==> config.mk <==
export PLATFORM = sky130hd
export DESIGN_NAME = psum_deskew
export DESIGN_NICKNAME = d
export VERILOG_FILES = /design/src/rtl/psum_deskew_pkg.sv /design/src/rtl/psum_fifo.sv /design/src/rtl/psum_deskew.sv
export SDC_FILE = /design/constraint.sdc
export NUM_CORES = 2
export LEC_CHECK = 0
export BUFFER_PORTS_ARGS = -buffer_cell sky130_fd_sc_hd__buf_4
export CAP_MARGIN = 20
export CORE_UTILIZATION = 43
export CTS_CLUSTER_DIAMETER = 30
export DETAILED_ROUTE_END_ITERATION = 16
export PLACE_DENSITY_LB_ADDON = 0.2
export SETUP_SLACK_MARGIN = 0.15
export SLEW_MARGIN = 20
export SYNTH_ARGS = -nofsm -noshare
export SYNTH_HDL_FRONTEND = slang
export SYNTH_SLANG_ARGS = --single-unit
==> constraint.sdc <==
create_clock -name clk -period 8.6 [get_ports clk]
set_input_delay 0.43 -clock clk [delete_from_list [all_inputs] [get_ports clk]]
set_output_delay 0.43 -clock clk [all_outputs]
set_load 0.005 [all_outputs]
==> src/rtl/psum_deskew_pkg.sv <==
// Shared accelerator parameters and helpers for the PE array and its bottom-row deskew/output buffer.
package psum_deskew_pkg;

  localparam int unsigned DATA_WIDTH   = 8;
  localparam int unsigned ARRAY_M      = 16;
  localparam int unsigned ARRAY_N      = 16;
  localparam int unsigned LOG2_ARRAY_M = 4;

  // Accumulated partial-sum width: full product plus growth over array_m rows.
  function automatic int unsigned psum_width(input int unsigned dw, input int unsigned lg);
    return 2 * dw + lg;
  endfunction

  // LSB position of a lane inside a packed lane vector.
  function automatic int unsigned lane_lsb(input int unsigned lane, input int unsigned w);
    return lane * w;
  endfunction

endpackage

==> src/rtl/psum_fifo.sv <==
// Small output buffer: synchronous push/pop, occupancy counter one bit wider than the pointers.
module psum_fifo #(
  parameter int unsigned width = 20,
  parameter int unsigned depth = 4
) (
  input  logic             clk,
  input  logic             rst_n,
  input  logic             push,
  input  logic [width-1:0] push_data,
  input  logic             pop,
  output logic [width-1:0] pop_data,
  output logic             full,
  output logic             empty
);

  localparam int unsigned PTR_W = (depth > 1) ? $clog2(depth) : 1;
  localparam int unsigned CNT_W = $clog2(depth) + 1;

  logic [width-1:0] mem [depth];
  logic [PTR_W-1:0] wr_ptr;
  logic [PTR_W-1:0] rd_ptr;
  logic [CNT_W-1:0] count;
  logic             do_push;
  logic             do_pop;

  // A push while full only lands when the head leaves in the same cycle.
  assign do_pop  = pop && !empty;
  assign do_push = push && (!full || do_pop);

  assign full     = (count == CNT_W'(depth));
  assign empty    = (count == '0);
  assign pop_data = mem[rd_ptr];

  always_ff @(posedge clk or negedge rst_n) begin
    if (!rst_n) begin
      wr_ptr <= '0;
      rd_ptr <= '0;
      count  <= '0;
    end else begin
      if (do_push) wr_ptr <= wr_ptr + PTR_W'(1);
      if (do_pop)  rd_ptr <= rd_ptr + PTR_W'(1);
      if (do_push && !do_pop)      count <= count + CNT_W'(1);
      else if (do_pop && !do_push) count <= count - CNT_W'(1);
    end
  end

  // Storage needs no reset: contents are only observable behind a non-zero count.
  always_ff @(posedge clk) begin
    if (do_push) mem[wr_ptr] <= push_data;
  end

endmodule

==> src/rtl/psum_deskew.sv <==
// Realigns the skewed bottom-row partial sums of the PE array into whole vectors and buffers them.
module psum_deskew
  import psum_deskew_pkg::*;
#(
  parameter int unsigned data_width   = DATA_WIDTH,
  parameter int unsigned array_m      = ARRAY_M,
  parameter int unsigned array_n      = ARRAY_N,
  parameter int unsigned log2_array_m = LOG2_ARRAY_M,
  parameter int unsigned fifo_depth   = 4
) (
  input  logic                                                     clk,
  input  logic                                                     rst_n,
  input  logic [array_n*psum_width(data_width, log2_array_m)-1:0] psum_in,
  input  logic                                                     in_valid,
  output logic [array_n*psum_width(data_width, log2_array_m)-1:0] out_data,
  output logic                                                     out_valid,
  input  logic                                                     out_ready,
  output logic                                                     out_last,
  output logic                                                     overflow
);

  localparam int unsigned PSUM_W = psum_width(data_width, log2_array_m);
  localparam int unsigned VEC_W  = array_n * PSUM_W;
  localparam int unsigned ROW_W  = (array_m > 1) ? $clog2(array_m) : 1;

  logic [VEC_W-1:0] aligned;
  logic             aligned_valid;
  logic [VEC_W-1:0] fifo_data;
  logic             fifo_full;
  logic             fifo_empty;
  logic             fifo_pop;
  logic             drop;
  logic [ROW_W-1:0] row_cnt;

  // Column j arrives j cycles late, so it waits array_n-1-j cycles to line up with the last column.
  for (genvar j = 0; j < int'(array_n); j++) begin : g_lane
    localparam int unsigned DLY = array_n - 1 - j;
    if (DLY == 0) begin : g_pass
      assign aligned[lane_lsb(j, PSUM_W) +: PSUM_W] = psum_in[lane_lsb(j, PSUM_W) +: PSUM_W];
    end else begin : g_dly
      logic [PSUM_W-1:0] line [DLY];
      always_ff @(posedge clk or negedge rst_n) begin
        if (!rst_n) begin
          for (int k = 0; k < int'(DLY); k++) line[k] <= '0;
        end else begin
          line[0] <= psum_in[lane_lsb(j, PSUM_W) +: PSUM_W];
          for (int k = 1; k < int'(DLY); k++) line[k] <= line[k-1];
        end
      end
      assign aligned[lane_lsb(j, PSUM_W) +: PSUM_W] = line[DLY-1];
    end
  end

  // Row tag follows column 0 down the same number of stages.
  if (array_n > 1) begin : g_vld
    logic [array_n-2:0] vld_sr;
    always_ff @(posedge clk or negedge rst_n) begin
      if (!rst_n) begin
        vld_sr <= '0;
      end else begin
        vld_sr[0] <= in_valid;
        for (int k = 1; k < int'(array_n) - 1; k++) vld_sr[k] <= vld_sr[k-1];
      end
    end
    assign aligned_valid = vld_sr[array_n-2];
  end else begin : g_vld_pass
    assign aligned_valid = in_valid;
  end

  assign fifo_pop = out_valid && out_ready;
  assign drop     = aligned_valid && fifo_full && !fifo_pop;

  psum_fifo #(
    .width (VEC_W),
    .depth (fifo_depth)
  ) u_fifo (
    .clk       (clk),
    .rst_n     (rst_n),
    .push      (aligned_valid),
    .push_data (aligned),
    .pop       (fifo_pop),
    .pop_data  (fifo_data),
    .full      (fifo_full),
    .empty     (fifo_empty)
  );

  assign out_valid = !fifo_empty;
  assign out_data  = out_valid ? fifo_data : '0;
  assign out_last  = out_valid && (row_cnt == ROW_W'(array_m - 1));

  // Row position within the tile advances only on vectors actually delivered.
  always_ff @(posedge clk or negedge rst_n) begin
    if (!rst_n) begin
      row_cnt  <= '0;
      overflow <= 1'b0;
    end else begin
      if (fifo_pop) begin
        row_cnt <= (row_cnt == ROW_W'(array_m - 1)) ? '0 : row_cnt + ROW_W'(1);
      end
      if (drop) overflow <= 1'b1;
    end
  end

endmodule

### Word-level counts from Yosys, hierarchy flattened

Memory sizes are Yosys's and may differ from the RTL's.
Cells that the tools add are included.

| operators by class | value |
|---|---|
| equal/unequal tests | 2 |
| $add $sub $neg | 5 |
| mux-type cells | 6 |
| reduce and logical (&&, ||, !) cells | 16 |

Operators by type and width:

| kind | number |
|---|---|
| 320-bit two-way mux | 1 |
| 1-bit logical AND | 8 |
| 3-bit two-way mux | 2 |
| 1-bit logical NOT | 5 |
| 2-bit by 1-bit adder with 2-bit output (second input constant) | 2 |
| 4-bit by 1-bit adder with 4-bit output (second input constant) | 1 |
| 4-bit == test (second input constant) | 1 |
| 4-bit two-way mux | 1 |
| 3-bit by 1-bit adder with 3-bit output (second input constant) | 1 |
| 3-bit == test (second input constant) | 1 |
| 3-bit logical NOT | 1 |
| 3-bit by 1-bit subtractor with 3-bit output (second input constant) | 1 |
| 1-bit two-way mux | 2 |
| 2-bit nonzero test | 1 |
| 1-bit logical OR | 1 |

| storage, ports and cells | value |
|---|---|
| flip-flop bits (word level) | 2427 |
| RAM bits | 1280 |
| output and inout bits | 323 |
| memories | 1 |

Memories:

| memory | depth | bits a word | rd ports | clocked after memory_dff | write ports | RTL line | source |
|---|---|---|---|---|---|---|---|
| u_fifo.mem | 4 | 320 | 1 | 0 | 1 | psum_fifo.sv:19 | `logic [width-1:0] mem [depth];` |

### Logic depth before layout (Yosys ltp)

| depth | value |
|---|---|
| word-level depth | 10 |
| gate-level depth with buffers | 9 |
| mapped depth without buffers | 8 |

### By module

Synthesis repeated with hierarchy kept, for this count alone.

| unflattened totals | value |
|---|---|
| cells, all modules | 4500 |
| area, all modules | 109498.8 um^2 |

Modules (own cells, without submodules):

| module | cells an instance | area an instance (um^2) | times used |
|---|---|---|---|
| psum_deskew | 2793 | 62879.1 | 1 |
| psum_fifo | 1707 | 46619.7 | 1 |

### Least setup slack after synthesis

Ideal clock, no wire load.

| path | value |
|---|---|
| kind | reg-to-reg |
| start point | register u_fifo.count[2] |
| end point | memory u_fifo.mem[2][0] in the netlist's numbering (enable) |
| path buffers | 1 |
| data arrival time | 8.121 ns |
| setup time | 0.723 ns |
| stages on the path, launching flop included | 5 |
| required time | 7.877 ns |
| path slack | -0.244 ns |
| cells stage by stage | dfrtp_1 -> nor4b_1 -> and2b_1 -> buf_2 -> and2_1 |

| between the ends | value |
|---|---|
| cells in the longest elaborated chain, start to end | 8 |
| elaborated cells between the ends (all ways) | 10 |

RTL lines:

| item | RTL line | source |
|---|---|---|
| from (decl) | psum_fifo.sv:22 | `logic [CNT_W-1:0] count;` |
| from (signal assigned) | psum_fifo.sv:42 | `if (do_push && !do_pop) count <= count + CNT_W'(1);` |
| from (signal assigned) | psum_fifo.sv:43 | `else if (do_pop && !do_push) count <= count - CNT_W'(1);` |
| 3-bit logical NOT | psum_fifo.sv:31 | `assign empty = (count == '0);` |
| 1-bit logical NOT | psum_fifo.sv:27, psum_deskew.sv:87 |  |
| 1-bit logical AND | psum_deskew.sv:70 | `assign fifo_pop = out_valid && out_ready;` |
| 1-bit logical AND | psum_fifo.sv:27 | `assign do_pop = pop && !empty;` |
| 1-bit logical OR * | psum_fifo.sv:28 | `assign do_push = push && (!full \|\| do_pop);` |
| 1-bit logical AND * | psum_fifo.sv:28 |  |
| via u_fifo.do_push | psum_fifo.sv:23 | `logic do_push;` |
| 1-bit two-way mux * | psum_fifo.sv:49 | `if (do_push) mem[wr_ptr] <= push_data;` |
| 1-bit two-way mux (not written as such) * | psum_fifo.sv:49 |  |
| to (decl) | psum_fifo.sv:19 |  |

The timed path passes the listed nets; every way through them passes the cells marked *.

### Final worst setup path

| path | value |
|---|---|
| start point | register u_fifo.rd_ptr[1] |
| end point | output port out_data[252] |

| between the ends | value |
|---|---|
| cells in the longest elaborated chain, start to end | 2 |

RTL lines:

| item | RTL line | source |
|---|---|---|
| from (decl) | psum_fifo.sv:21 | `logic [PTR_W-1:0] rd_ptr;` |
| from (signal assigned) | psum_fifo.sv:41 | `if (do_pop) rd_ptr <= rd_ptr + PTR_W'(1);` |
| memory read 4 x 320 bit | - |  |
| 320-bit two-way mux | psum_deskew.sv:88 | `assign out_data = out_valid ? fifo_data : '0;` |
| to (decl) | psum_deskew.sv:15 | `output logic [array_n*psum_width(data_width, log2_array_m)-1:0] out_data,` |

No other way between the ends.

==> flow_summary_export.csv <==
group,metric,value,unit
outcome,outcome,"finished clean",
sta,period_needed,4621,ps
layout,drive_above_1_share,0.3212,
clock_tree,cts_hold_buf,323,
clock_tree,cts_sinks,3707,
global_routing,grt_max_degree,197,
yosys,synth-seq-cells,3707,
clock_tree,ctsResizeCount,0,
yosys,synth_area,109400,um2
clock_tree,cts_buffer_depth,4,
setup_path,crit_path_max_fanout,56,
sta,hold_viol,0,
setup_path,ff2ff_setup_slack,4880,ps
layout,layoutNonFillerInstCount,9937,
setup_path,rr_startpoint,"u_fifo.count[2]",
yosys,synth_largest_area_cell,"dfrtp_1",
placement,place_area,118500,um2
setup_path,r2r-end,"u_fifo.mem[3][142]",
layout,nNetsFinal,6372,
clock_tree,cts_setup_buffers,0,
yosys,synth_common_cells,"dfrtp_1, edfxtp_1, and2_1, mux4_2, clkbuf_1",
setup_path,arrival,4190,ps
setup_path,crit_type,"reg2out",
sta,tightestPinTransition,1220,ps
yosys,synth_top_cell_area_share,0.5551,
setup_path,cp-start-kind,"flip-flop",
power,power.total,54.08,mW
yosys,synth_ff_type,"dfrtp_1",
floorplan,die_x,506.4,um
layout,fill_cells,18380,
clock_tree,clk_latency,900,ps
sta,max_freq,216.4,MHz
yosys,seq_area_frac_synth,0.9065,
yosys,syn-num-nets,4827,
clock_tree,clkTransAtPathRegs,60,ps
hold_path,hp-class,"in2reg",
setup_path,reg2regPathDepth,5,
setup_path,cp-end-kind,"output port",
route,drt_iter0_drc,2871,
placement,finalWeightedCongestion,0.7236,
sta,setup-violations-final,0,
yosys,yosys_warnings,0,
route,wl,204.2,mm
setup_path,startpoint,"u_fifo.rd_ptr[1]",
layout,design_area,144200,um2
yosys,synthCells,4496,
setup_path,crit_required,8170,ps
hold_path,holdPathStages,2,
run,drv_cap,0,
sta,slew_violations,0,
power,p_per_area,375.0,nW/um2
floorplan,die-area,256400,um2
global_routing,first_global_vias,51250,
power,ir_drop,0.2739,mV
sta,rsz0062_at_grt,"false",
sta,fin_worst_skew,59.51,ps
yosys,postSynthAreaPerCell,24.33,um2
yosys,yosysMostFrequentCell,"dfrtp_1",
hold_path,hold_start,"psum_in[79]",
power,p_leak,58.66,nW
floorplan,row_count,184,
yosys,synth_edf_count,1280,
route,drc,0,
route,ant_nets,0,
clock_tree,cts_tree,"done",
route,viasPerCell,4.579,
route,vias,45500,
route,firstDrtPassIters,5,
route,routedWlPerCell,20.55,um
yosys,ys_types,26,
layout,area_growth,31.81,%
placement,place_inst,8440,
global_routing,grt_pass1_wl,316.2,mm
clock_tree,cts_root_buffer,"clkbuf_16",
placement,port_buffers,646,
global_routing,antenna_found_initial,51,
sta,tns,0,ps
hold_path,hold-path-endpoint,"g_lane[3].g_dly.line[239]",
yosys,async_flop_share,0.6547,
sta,post-route-period-util,0.5374,
layout,multi_input_area,9543,um2
clock_tree,cts-htree-levels,6,
clock_tree,cts_buffers,623,
sta,worst_slack,3979,ps
placement,dp_hpwl,111.4,mm
floorplan,die_height,506.4,um
sta,max_slew_margin,0.1869,
global_routing,grt_overflow,0,
floorplan,initial_core_util,0.4340,
yosys,ys_top_cells_by_area,"dfrtp_1, edfxtp_1, mux4_2, and2_1, buf_6",
floorplan,pin_count,647,
floorplan,design.core.area,252100,um2
global_routing,grt_usage,0.1633,
layout,seq_area,99180,um2
placement,place_ws,4781,ps
## worst max-delay path, stage by stage, from the launching register on
cell	delay [ps]
dfrtp_4	920
buf_4	810
buf_4	690
mux4_2	400
and2_1	220
buf_4	160
## power breakdown
group	internal (mW)	switching, mW	leakage (nW)
clock network	16.6	8.82	10.8
logic	3.86	4.01	7.85
registers	20.3	0.550	40.0
## routing by layer
layer,vias up,share of wire,track usage
met5,-,0.0016,0
li1,19510,-,-
met3,458,0.059,0.04474
met4,48,0.026,0.05513
met1,24270,0.42,0.2144
met2,1215,0.50,0.2641
## registers in the layout (all words and copies together), names as in the netlist
signal,flops
g_lane.g_dly.line,2120
u_fifo.mem,1280
aligned,280
g_vld.vld_sr,15
row_cnt,4
u_fifo.count,3
u_fifo.rd_ptr,2
u_fifo.wr_ptr,2
overflow,1
## layout make-up
type	instances	area share
timing repair buffer	1029	0.06132
antenna	16	0.0002777
inverter	3	0.00007809
clock buffer	766	0.1189
clock inverter	391	0.03640
multi-input combinational	677	0.06618
tap	3348	0.02905
sequential	3707	0.6878
## cell families after synthesis
family                   synth area share
AO/OA/AOI/OAI                   0.0003660
XOR/XNOR                        0.0005604
adder cells (fa/ha/maj)         0.0008692
buffers and inverters            0.006450
flip-flops                         0.9065
multiplexers                      0.06629
AND/OR/NAND/NOR                   0.01901
## cell usage in the layout (no fill, tap or decap), drive strengths merged
| cell | Yosys | routed |
|---|---|---|
| buf | 68 | 706 |
| or3 | 1 | 1 |
| a21oi | 1 | 1 |
| bufinv | 0 | 69 |
| clkbuf | 41 | 766 |
| nand3 | 2 | 2 |
| o311ai | 1 | 1 |
| clkinv | 0 | 187 |
| ha | 6 | 6 |
| and2b | 1 | 1 |
| mux2 | 4 | 4 |
| xor2 | 2 | 2 |
| xnor2 | 5 | 5 |
| dfrtp | 2427 | 2427 |
| a21o | 1 | 1 |
| and4 | 1 | 1 |
| inv | 3 | 87 |
| clkinvlp | 0 | 51 |
| diode | 0 | 16 |
| and2 | 324 | 324 |
| fa | 1 | 1 |
| dlygate4sd3 | 0 | 323 |
| a31oi | 1 | 1 |
| nor4b | 1 | 1 |
| edfxtp | 1280 | 1280 |
| nor2 | 1 | 1 |
| o31ai | 1 | 1 |
| nand2 | 2 | 2 |
| mux4 | 320 | 320 |
| o21ai | 1 | 1 |
## worst max-delay path by stage
stage	endpoint	slack, ps	depth (start not counted)
3_5_place_dp	u_fifo.mem[3][111]	4780	6
6_report	out_data[252]	3980	5
5_1_grt	out_data[252]	3770	5
4_1_cts	out_data[252]	3800	5
3_3_place_gp	out_data[252]	4800	5
2_1_floorplan	u_fifo.mem[0][0]	3370	4
## per-stage QoR
step	util	hold slack (ps)
CTS	0.5717	69.12
global route	0.5719	105.3
finish	0.5720	178.9
global placement	0.4698	331.1
detailed placement	0.4700	334.7
floorplan	-	134.4
Note: power is estimated with default switching activity, not from simulation.
